`src/rtl/atp_gateway_arbiter_pkg.sv`:
```
// Shared types and sizing helpers for the ATP payment-gateway arbiter
// and its round-robin picker.
package atp_pkg;

    typedef enum logic [1:0] {
        IDLE = 2'd0,
        WAIT = 2'd1,
        DONE = 2'd2
    } atp_state_e;

    localparam int AMT_W_DEF = 16;

    function automatic int wd_width(input int timeout_cyc);
        return $clog2(timeout_cyc + 1);
    endfunction

    // Index width for an owner number; never below one bit.
    function automatic int idx_width(input int n);
        return (n <= 2) ? 1 : $clog2(n);
    endfunction

endpackage

```
`src/rtl/atp_gateway_arbiter_if.sv`:
```
// Kiosk-side and gateway-side bundle of the arbiter; master is the arbiter,
// slave is the kiosks plus gateway environment.
interface atp_gateway_arbiter_if #(
    parameter int NUM_KIOSKS = 4,
    parameter int AMT_W      = 16
);
    logic [NUM_KIOSKS-1:0]       kioskReq;
    logic [NUM_KIOSKS*AMT_W-1:0] kioskAmount;
    logic [NUM_KIOSKS-1:0]       kioskGrant;
    logic [NUM_KIOSKS-1:0]       kioskDone;
    logic                        kioskPaid;
    logic                        gwReq;
    logic [AMT_W-1:0]            gwAmount;
    logic                        gwAck;
    logic                        gwPaid;
    logic                        timeoutFlag;
    logic                        busy;

    modport master (
        input  kioskReq, kioskAmount, gwAck, gwPaid,
        output kioskGrant, kioskDone, kioskPaid, gwReq, gwAmount, timeoutFlag, busy
    );

    modport slave (
        output kioskReq, kioskAmount, gwAck, gwPaid,
        input  kioskGrant, kioskDone, kioskPaid, gwReq, gwAmount, timeoutFlag, busy
    );

endinterface

```
`src/rtl/atp_gateway_arbiter_rr_picker.sv`:
```
// Combinational round-robin picker: searches from last_i+1 (mod NUM) and
// returns the first requester as one-hot, index and valid.
module atp_rr_picker #(
    parameter int NUM  = 4,
    parameter int IDXW = 2
) (
    input  logic [NUM-1:0]  req_i,
    input  logic [IDXW-1:0] last_i,
    output logic [NUM-1:0]  grant_o,
    output logic [IDXW-1:0] idx_o,
    output logic            valid_o
);

    logic [IDXW:0] sum_s;
    logic [IDXW:0] cand_s;
    logic          hit_s;

    // The just-served owner is visited last, so it has lowest priority.
    always_comb begin
        grant_o = '0;
        idx_o   = '0;
        valid_o = 1'b0;
        sum_s   = '0;
        cand_s  = '0;
        hit_s   = 1'b0;
        for (int i = 1; i <= NUM; i++) begin
            sum_s = {1'b0, last_i} + (IDXW+1)'(i);
            if (sum_s >= (IDXW+1)'(NUM)) begin
                cand_s = sum_s - (IDXW+1)'(NUM);
            end else begin
                cand_s = sum_s;
            end
            hit_s = req_i[cand_s[IDXW-1:0]] && !valid_o;
            grant_o[cand_s[IDXW-1:0]] = hit_s;
            idx_o   = hit_s ? cand_s[IDXW-1:0] : idx_o;
            valid_o = valid_o | hit_s;
        end
    end

endmodule

```
`src/rtl/atp_gateway_arbiter.sv`:
```
// Round-robin sharing of one payment-gateway channel between kiosk controllers.
// Optional watchdog abort of unanswered gateway requests: ATP_GW_TIMEOUT_EN.
module atp_gateway_arbiter
    import atp_pkg::*;
#(
    parameter int NUM_KIOSKS  = 4,
    parameter int AMT_W       = AMT_W_DEF,
    parameter int TIMEOUT_CYC = 1000
) (
    input  logic                  clk,
    input  logic                  reset,
    atp_gateway_arbiter_if.master bus
);

    localparam int IDXW = idx_width(NUM_KIOSKS);

    if (NUM_KIOSKS < 2 || NUM_KIOSKS > 16 || TIMEOUT_CYC < 2) begin : g_param_check
        $error("atp_gateway_arbiter: parameter out of range");
    end

    atp_state_e            state_q, state_d;
    logic [NUM_KIOSKS-1:0] grant_q, grant_d;
    logic [NUM_KIOSKS-1:0] done_q, done_d;
    logic                  paid_q, paid_d;
    logic                  gw_req_q, gw_req_d;
    logic [AMT_W-1:0]      gw_amount_q, gw_amount_d;
    logic                  tmo_q, tmo_d;
    logic                  busy_q, busy_d;
    logic [IDXW-1:0]       last_q, last_d;

    logic [NUM_KIOSKS-1:0] pick_grant_s;
    logic [IDXW-1:0]       pick_idx_s;
    logic                  pick_valid_s;
    logic [AMT_W-1:0]      pick_amount_s;
    logic                  wd_expire_s;

    atp_rr_picker #(
        .NUM  (NUM_KIOSKS),
        .IDXW (IDXW)
    ) u_picker (
        .req_i   (bus.kioskReq),
        .last_i  (last_q),
        .grant_o (pick_grant_s),
        .idx_o   (pick_idx_s),
        .valid_o (pick_valid_s)
    );

    // One-hot mux of the winner's amount.
    always_comb begin
        pick_amount_s = '0;
        for (int i = 0; i < NUM_KIOSKS; i++) begin
            pick_amount_s = pick_amount_s |
                ({AMT_W{pick_grant_s[i]}} & bus.kioskAmount[i*AMT_W +: AMT_W]);
        end
    end

`ifdef ATP_GW_TIMEOUT_EN
    localparam int WDW = wd_width(TIMEOUT_CYC);
    logic [WDW-1:0] wd_q, wd_d;

    // Counts WAIT cycles without an ack; expiry lands on the TIMEOUT_CYC-th one.
    always_comb begin
        wd_d        = wd_q;
        wd_expire_s = 1'b0;
        if (state_q == WAIT && !bus.gwAck) begin
            wd_d        = wd_q + WDW'(1);
            wd_expire_s = (wd_d == WDW'(TIMEOUT_CYC));
        end else if (state_q == IDLE) begin
            wd_d = '0;
        end else begin
            wd_d = wd_q;
        end
    end

    always_ff @(posedge clk) begin
        if (reset) begin
            wd_q <= '0;
        end else begin
            wd_q <= wd_d;
        end
    end
`else
    assign wd_expire_s = 1'b0;
`endif

    // Next-state and next-output computation; gwAck wins over watchdog expiry.
    always_comb begin
        state_d     = state_q;
        grant_d     = grant_q;
        done_d      = '0;
        paid_d      = 1'b0;
        gw_req_d    = gw_req_q;
        gw_amount_d = gw_amount_q;
        tmo_d       = 1'b0;
        last_d      = last_q;
        case (state_q)
            IDLE: begin
                if (pick_valid_s) begin
                    state_d     = WAIT;
                    grant_d     = pick_grant_s;
                    gw_amount_d = pick_amount_s;
                    gw_req_d    = 1'b1;
                    last_d      = pick_idx_s;
                end else begin
                    state_d = IDLE;
                end
            end
            WAIT: begin
                if (bus.gwAck) begin
                    state_d  = DONE;
                    gw_req_d = 1'b0;
                    done_d   = grant_q;
                    paid_d   = bus.gwPaid;
                end else if (wd_expire_s) begin
                    state_d  = DONE;
                    gw_req_d = 1'b0;
                    done_d   = grant_q;
                    paid_d   = 1'b0;
                    tmo_d    = 1'b1;
                end else begin
                    state_d = WAIT;
                end
            end
            DONE: begin
                state_d = IDLE;
                grant_d = '0;
            end
            default: begin
                state_d  = IDLE;
                grant_d  = '0;
                gw_req_d = 1'b0;
            end
        endcase
        busy_d = (state_d != IDLE);
    end

    // FSM state and all registered outputs.
    always_ff @(posedge clk) begin
        if (reset) begin
            state_q     <= IDLE;
            grant_q     <= '0;
            done_q      <= '0;
            paid_q      <= 1'b0;
            gw_req_q    <= 1'b0;
            gw_amount_q <= '0;
            tmo_q       <= 1'b0;
            busy_q      <= 1'b0;
            last_q      <= IDXW'(NUM_KIOSKS - 1);
        end else begin
            state_q     <= state_d;
            grant_q     <= grant_d;
            done_q      <= done_d;
            paid_q      <= paid_d;
            gw_req_q    <= gw_req_d;
            gw_amount_q <= gw_amount_d;
            tmo_q       <= tmo_d;
            busy_q      <= busy_d;
            last_q      <= last_d;
        end
    end

    assign bus.kioskGrant  = grant_q;
    assign bus.kioskDone   = done_q;
    assign bus.kioskPaid   = paid_q;
    assign bus.gwReq       = gw_req_q;
    assign bus.gwAmount    = gw_amount_q;
    assign bus.timeoutFlag = tmo_q;
    assign bus.busy        = busy_q;

endmodule

```
`src/flat_wrapper.sv`:
```
// flat-port wrapper written by rule: the top's interface ports become plain ports
module atp_gateway_arbiter_flat import atp_pkg::*;
#(
    parameter int NUM_KIOSKS  = 4,
    parameter int AMT_W       = AMT_W_DEF,
    parameter int TIMEOUT_CYC = 1000
)
  (clk, reset, bus_kioskReq, bus_kioskAmount, bus_gwAck, bus_gwPaid, bus_kioskGrant, bus_kioskDone, bus_kioskPaid, bus_gwReq, bus_gwAmount, bus_timeoutFlag, bus_busy);
  atp_gateway_arbiter_if #(.NUM_KIOSKS(NUM_KIOSKS), .AMT_W(AMT_W)) bus_i ();
  input  logic clk;
  input  logic reset;
  input wire logic [$bits(bus_i.kioskReq)-1:0] bus_kioskReq;
  input wire logic [$bits(bus_i.kioskAmount)-1:0] bus_kioskAmount;
  input wire logic [$bits(bus_i.gwAck)-1:0] bus_gwAck;
  input wire logic [$bits(bus_i.gwPaid)-1:0] bus_gwPaid;
  output wire logic [$bits(bus_i.kioskGrant)-1:0] bus_kioskGrant;
  output wire logic [$bits(bus_i.kioskDone)-1:0] bus_kioskDone;
  output wire logic [$bits(bus_i.kioskPaid)-1:0] bus_kioskPaid;
  output wire logic [$bits(bus_i.gwReq)-1:0] bus_gwReq;
  output wire logic [$bits(bus_i.gwAmount)-1:0] bus_gwAmount;
  output wire logic [$bits(bus_i.timeoutFlag)-1:0] bus_timeoutFlag;
  output wire logic [$bits(bus_i.busy)-1:0] bus_busy;
  assign bus_i.kioskReq = bus_kioskReq;
  assign bus_i.kioskAmount = bus_kioskAmount;
  assign bus_i.gwAck = bus_gwAck;
  assign bus_i.gwPaid = bus_gwPaid;
  assign bus_kioskGrant = bus_i.kioskGrant;
  assign bus_kioskDone = bus_i.kioskDone;
  assign bus_kioskPaid = bus_i.kioskPaid;
  assign bus_gwReq = bus_i.gwReq;
  assign bus_gwAmount = bus_i.gwAmount;
  assign bus_timeoutFlag = bus_i.timeoutFlag;
  assign bus_busy = bus_i.busy;
  atp_gateway_arbiter #(.NUM_KIOSKS(NUM_KIOSKS), .AMT_W(AMT_W), .TIMEOUT_CYC(TIMEOUT_CYC)) u_core (.clk(clk), .reset(reset), .bus(bus_i));
endmodule
```
`config.mk`:
```
export PLATFORM = sky130hd
export DESIGN_NAME = atp_gateway_arbiter_flat
export DESIGN_NICKNAME = d
export VERILOG_FILES = /design/src/rtl/atp_gateway_arbiter_pkg.sv /design/src/rtl/atp_gateway_arbiter_if.sv /design/src/rtl/atp_gateway_arbiter_rr_picker.sv /design/src/rtl/atp_gateway_arbiter.sv /design/src/flat_wrapper.sv
export SDC_FILE = /design/constraint.sdc
export NUM_CORES = 1
export LEC_CHECK = 0
export ABC_AREA = 1
export CORE_MARGIN = 4
export CORE_UTILIZATION = 25
export DETAILED_ROUTE_END_ITERATION = 7
export SYNTH_ARGS = -nofsm -noshare
export SYNTH_HDL_FRONTEND = slang
export SYNTH_HIERARCHICAL = 1
export SYNTH_SLANG_ARGS = --single-unit
```
`constraint.sdc`:
```
create_clock -name clk -period 7.45 [get_ports clk]
set_input_delay 0.745 -clock clk [delete_from_list [all_inputs] [get_ports clk]]
set_output_delay 0.745 -clock clk [all_outputs]
set_load 0.1 [all_outputs]
```
==> metrics.md <==
| Metric | Value |
|---|---|
| Status | `complete, no violations` |
| Initial antenna violation count | `0` |
| Area share of the largest cell type after synthesis | `between 20% and 30%` |
| Worst slack, placed | `about 4.3 ns` |
| Worst R2R Path Depth | `15` |
| Synth Register Bits | `31` |
| Fraction of layout cells with a size suffix above 1 | `around 5.2%` |
| RSZ-0062 raised after global routing | `no` |
| Die ar. | `11100 um^2` |
| Via density | `approximately 4.0` |
| Setup crit start kind | `flop` |
| Iteration-0 DRC Markers | `94` |
| Final Hold Fails | `0` |
| TritonCTS buffer count | `5` |
| Highest clock rate | `331 MHz` |
| Hold buffers post-CTS | `0` |
| Post-route ant nets | `0` |
| Max rail drop VDD | `about 0.00015 V` |
| Clk_skew | `0.00281 ns` |
| Required time worst endpoint | `roughly 7.6 ns` |
| Reg2reg end | `u_core/bus.gwAmount[14]$_SDFFE_PP0P_` |
| Register-to-register setup slack | `4.43 ns` |
| Largest net degree at the start of global routing | `38` |
| Initial Utilization | `25.7%` |
| Synth unique cells | `26` |
| Period minus WS final | `approximately 3.0 ns` |
| Core area | `9240 um^2` |
| ANT cells | `0` |
| Slew Limit Fails | `0` |
| Most frequent cells in the layout | `nand2_1, clkdlybuf4s50_1, inv_1, nor2_1, dfxtp_1` |
| GR Util All Layers | `11.7%` |
| Crit path to | `u_core/bus.gwAmount[14]$_SDFFE_PP0P_` |
| WL/cell | `around 11 um` |
| Crit path max fanout | `17` |
| Final net count | `581` |
| Std-Cell Rows | `35` |
| First-pass GRT wire length | `10500 um` |
| Hold Crit Class | `reg -> reg` |
| Setup-failing EPs final | `0` |
| Cells after synthesis | `slightly above 400` |
| Fin crit share | `40.5%` |
| Post-Synthesis Cell Area | `2370 um^2` |
| Crit path from | `u_core/last_q[0]$_SDFFE_PP1P_` |
| Die X | `105 um` |
| Arrival time at the worst endpoint | `3.19 ns` |
| Fillcell total | `971` |
| CP endpoint kind | `flop` |
| Worst-Margin Slew | `1.04 ns` |
| Synth area leader | `nand2_1` |
| Vias post-DR | `2544` |
| TritonCTS sink count | `31` |
| Routed wire length | `6720 um` |
| Global route overflow | `0` |
| Die height | `105 um` |
| Maxcap violations | `0` |
| Leading post-synthesis cells by cell area | `nand2_1, dfxtp_1, inv_1` |
| PortBufs | `around 100` |
| CTS H-tree lvls | `2` |
| Synthesized Nets | `491` |
| Root buf cell | `clkbuf_8` |
| Final WS setup | `4.43 ns` |
| Power Density | `around 500 nW/um^2` |
| Clock Path Buffers | `2` |
| Boundary Pins | `100` |
| CTS tree | `done` |
| Post-cts resize count | `0` |
| Most common cell after layout, fill and taps aside | `nand2_1` |
| P&R area growth vs syn | `48.0%` |
| DRC viols | `0` |
| Clock transition at path regs | `0.07 ns` |
| Relative slew slack | `between 30 and 40%` |
| Pleak | `between 0.0015 and 0.002 uW` |
| Critical path type | `reg -> reg` |
| YS warnings | `6` |
| Post-synthesis sequential area ratio | `26.2%` |
| Hpwl dp | `about 5100 um` |
| Vias in the first global route | `2252` |
| Post-CTS Setup Inserts | `0` |
| TritonRoute pass-1 iters | `4` |
| Later-pin clock latency in the skew report | `0.28 ns` |
| Syn Area/Cell | `5.77 um^2` |
| Total power | `1760 uW` |
| TNS Setup | `0 ns` |
| Placer Congestion | `0.856` |
| Reg-to-reg critical path startpoint | `u_core/last_q[0]$_SDFFE_PP1P_` |
[layer usage]
metal  wire, um  GRT usage [%]  up-vias
met5          0              0        -
met4        123           3.66        0
met3        609           4.41       11
met2       3030           19.3      100
met1       2950           13.9     1057
li1           -              -     1376
[worst min-delay path by stage]
| stage | startpoint | to | slack (ns) | cells after the start |
|---|---|---|---|---|
| after CTS | u_core/bus.kioskGrant[2]$_SDFFE_PP0P_ | u_core/bus.kioskDone[2]$_SDFF_PP0_ | 0.45 | 2 |
| after global placement | u_core/bus.kioskGrant[2]$_SDFFE_PP0P_ | u_core/bus.kioskDone[2]$_SDFF_PP0_ | 0.44 | 2 |
| final | u_core/bus.kioskGrant[2]$_SDFFE_PP0P_ | u_core/bus.kioskDone[2]$_SDFF_PP0_ | 0.45 | 2 |
| after detailed placement | u_core/bus.kioskGrant[2]$_SDFFE_PP0P_ | u_core/bus.kioskDone[2]$_SDFF_PP0_ | 0.44 | 2 |
| after global routing | u_core/bus.kioskGrant[1]$_SDFFE_PP0P_ | u_core/bus.kioskDone[1]$_SDFF_PP0_ | 0.48 | 2 |
| after floorplan | u_core/last_q[0]$_SDFFE_PP1P_ | u_core/last_q[0]$_SDFFE_PP1P_ | 0.53 | 2 |
[cells in the mapped netlist (all sizes together)]
library cell	number
nand3b	1
nand4	3
conb	1
nand2	192
nor2	48
o211ai	1
a31oi	1
o21ai	4
dfxtp	31
nand2b	1
ha	8
a21oi	8
inv	73
nand3	24
buf	15
[per-stage QoR]
| step | hold slack, ns | cell area, um^2 | std cells | util, % |
|---|---|---|---|---|
| detailed placement | 0.443 | 3390 | 623 | 36.7 |
| global route | 0.483 | 3510 | 631 | 38.0 |
| CTS | 0.454 | 3510 | 631 | 38.0 |
| floorplan | 0.535 | 2370 | 411 | - |
| finish | 0.450 | 3510 | 631 | 38.0 |
| global placement | 0.438 | 3390 | 623 | 36.7 |
[kinds of logic (layout without fill, tap and decap cells)]
group | Yosys count | count (layout) | synth area share, %
buf+inv | 88 | 179 | 17.2
compound gates | 14 | 14 | 3.59
other cells | 1 | 1 | 0.158
simple gates | 269 | 269 | 48.7
fa+ha+maj | 8 | 8 | 4.22
flops | 31 | 31 | 26.2
[flip-flops by register name, indices dropped and copies added (netlist names)]
| register | flops |
|---|---|
| u_core/bus.kioskDone | 4 |
| u_core/bus.busy | 1 |
| u_core/last_q | 2 |
| u_core/bus.gwReq | 1 |
| u_core/bus.kioskGrant | 4 |
| u_core/bus.gwAmount | 16 |
| u_core/state_q | 2 |
| u_core/bus.kioskPaid | 1 |
[where the power goes]
part | switching, uW | internal (uW)
Clock | 62.8 | 108
Sequential | 41.2 | 221
Combinational | 942 | 383
Total | 1050 | 712
[layout make-up]
class | count | area, um^2 | share of cell area [%]
Multi-Input combinational cell | 292 | 1340 | 38.3
Timing Repair Buffer | 98 | 981 | 28.0
Sequential cell | 31 | 621 | 17.7
Inverter | 73 | 287 | 8.16
Tap cell | 129 | 161 | 4.60
Clock buffer | 6 | 82.6 | 2.35
Clock inverter | 2 | 35.0 | 0.998
[worst max-delay path, cell delays in order (launching register included)]
cell and delay, ns:
dfxtp_1 0.67, inv_6 0.11, ha_1 0.42, nand3b_2 0.29, nand2_4 0.14, inv_8 0.06
nand2_4 0.08, nor2_8 0.04, nand3_1 0.08, nand2_1 0.48, nand2_1 0.22, nand2_1 0.07
inv_1 0.05, nand2_1 0.04, nor2_1 0.10, nor2_1 0.05
Power figures use the tool's default switching activity.
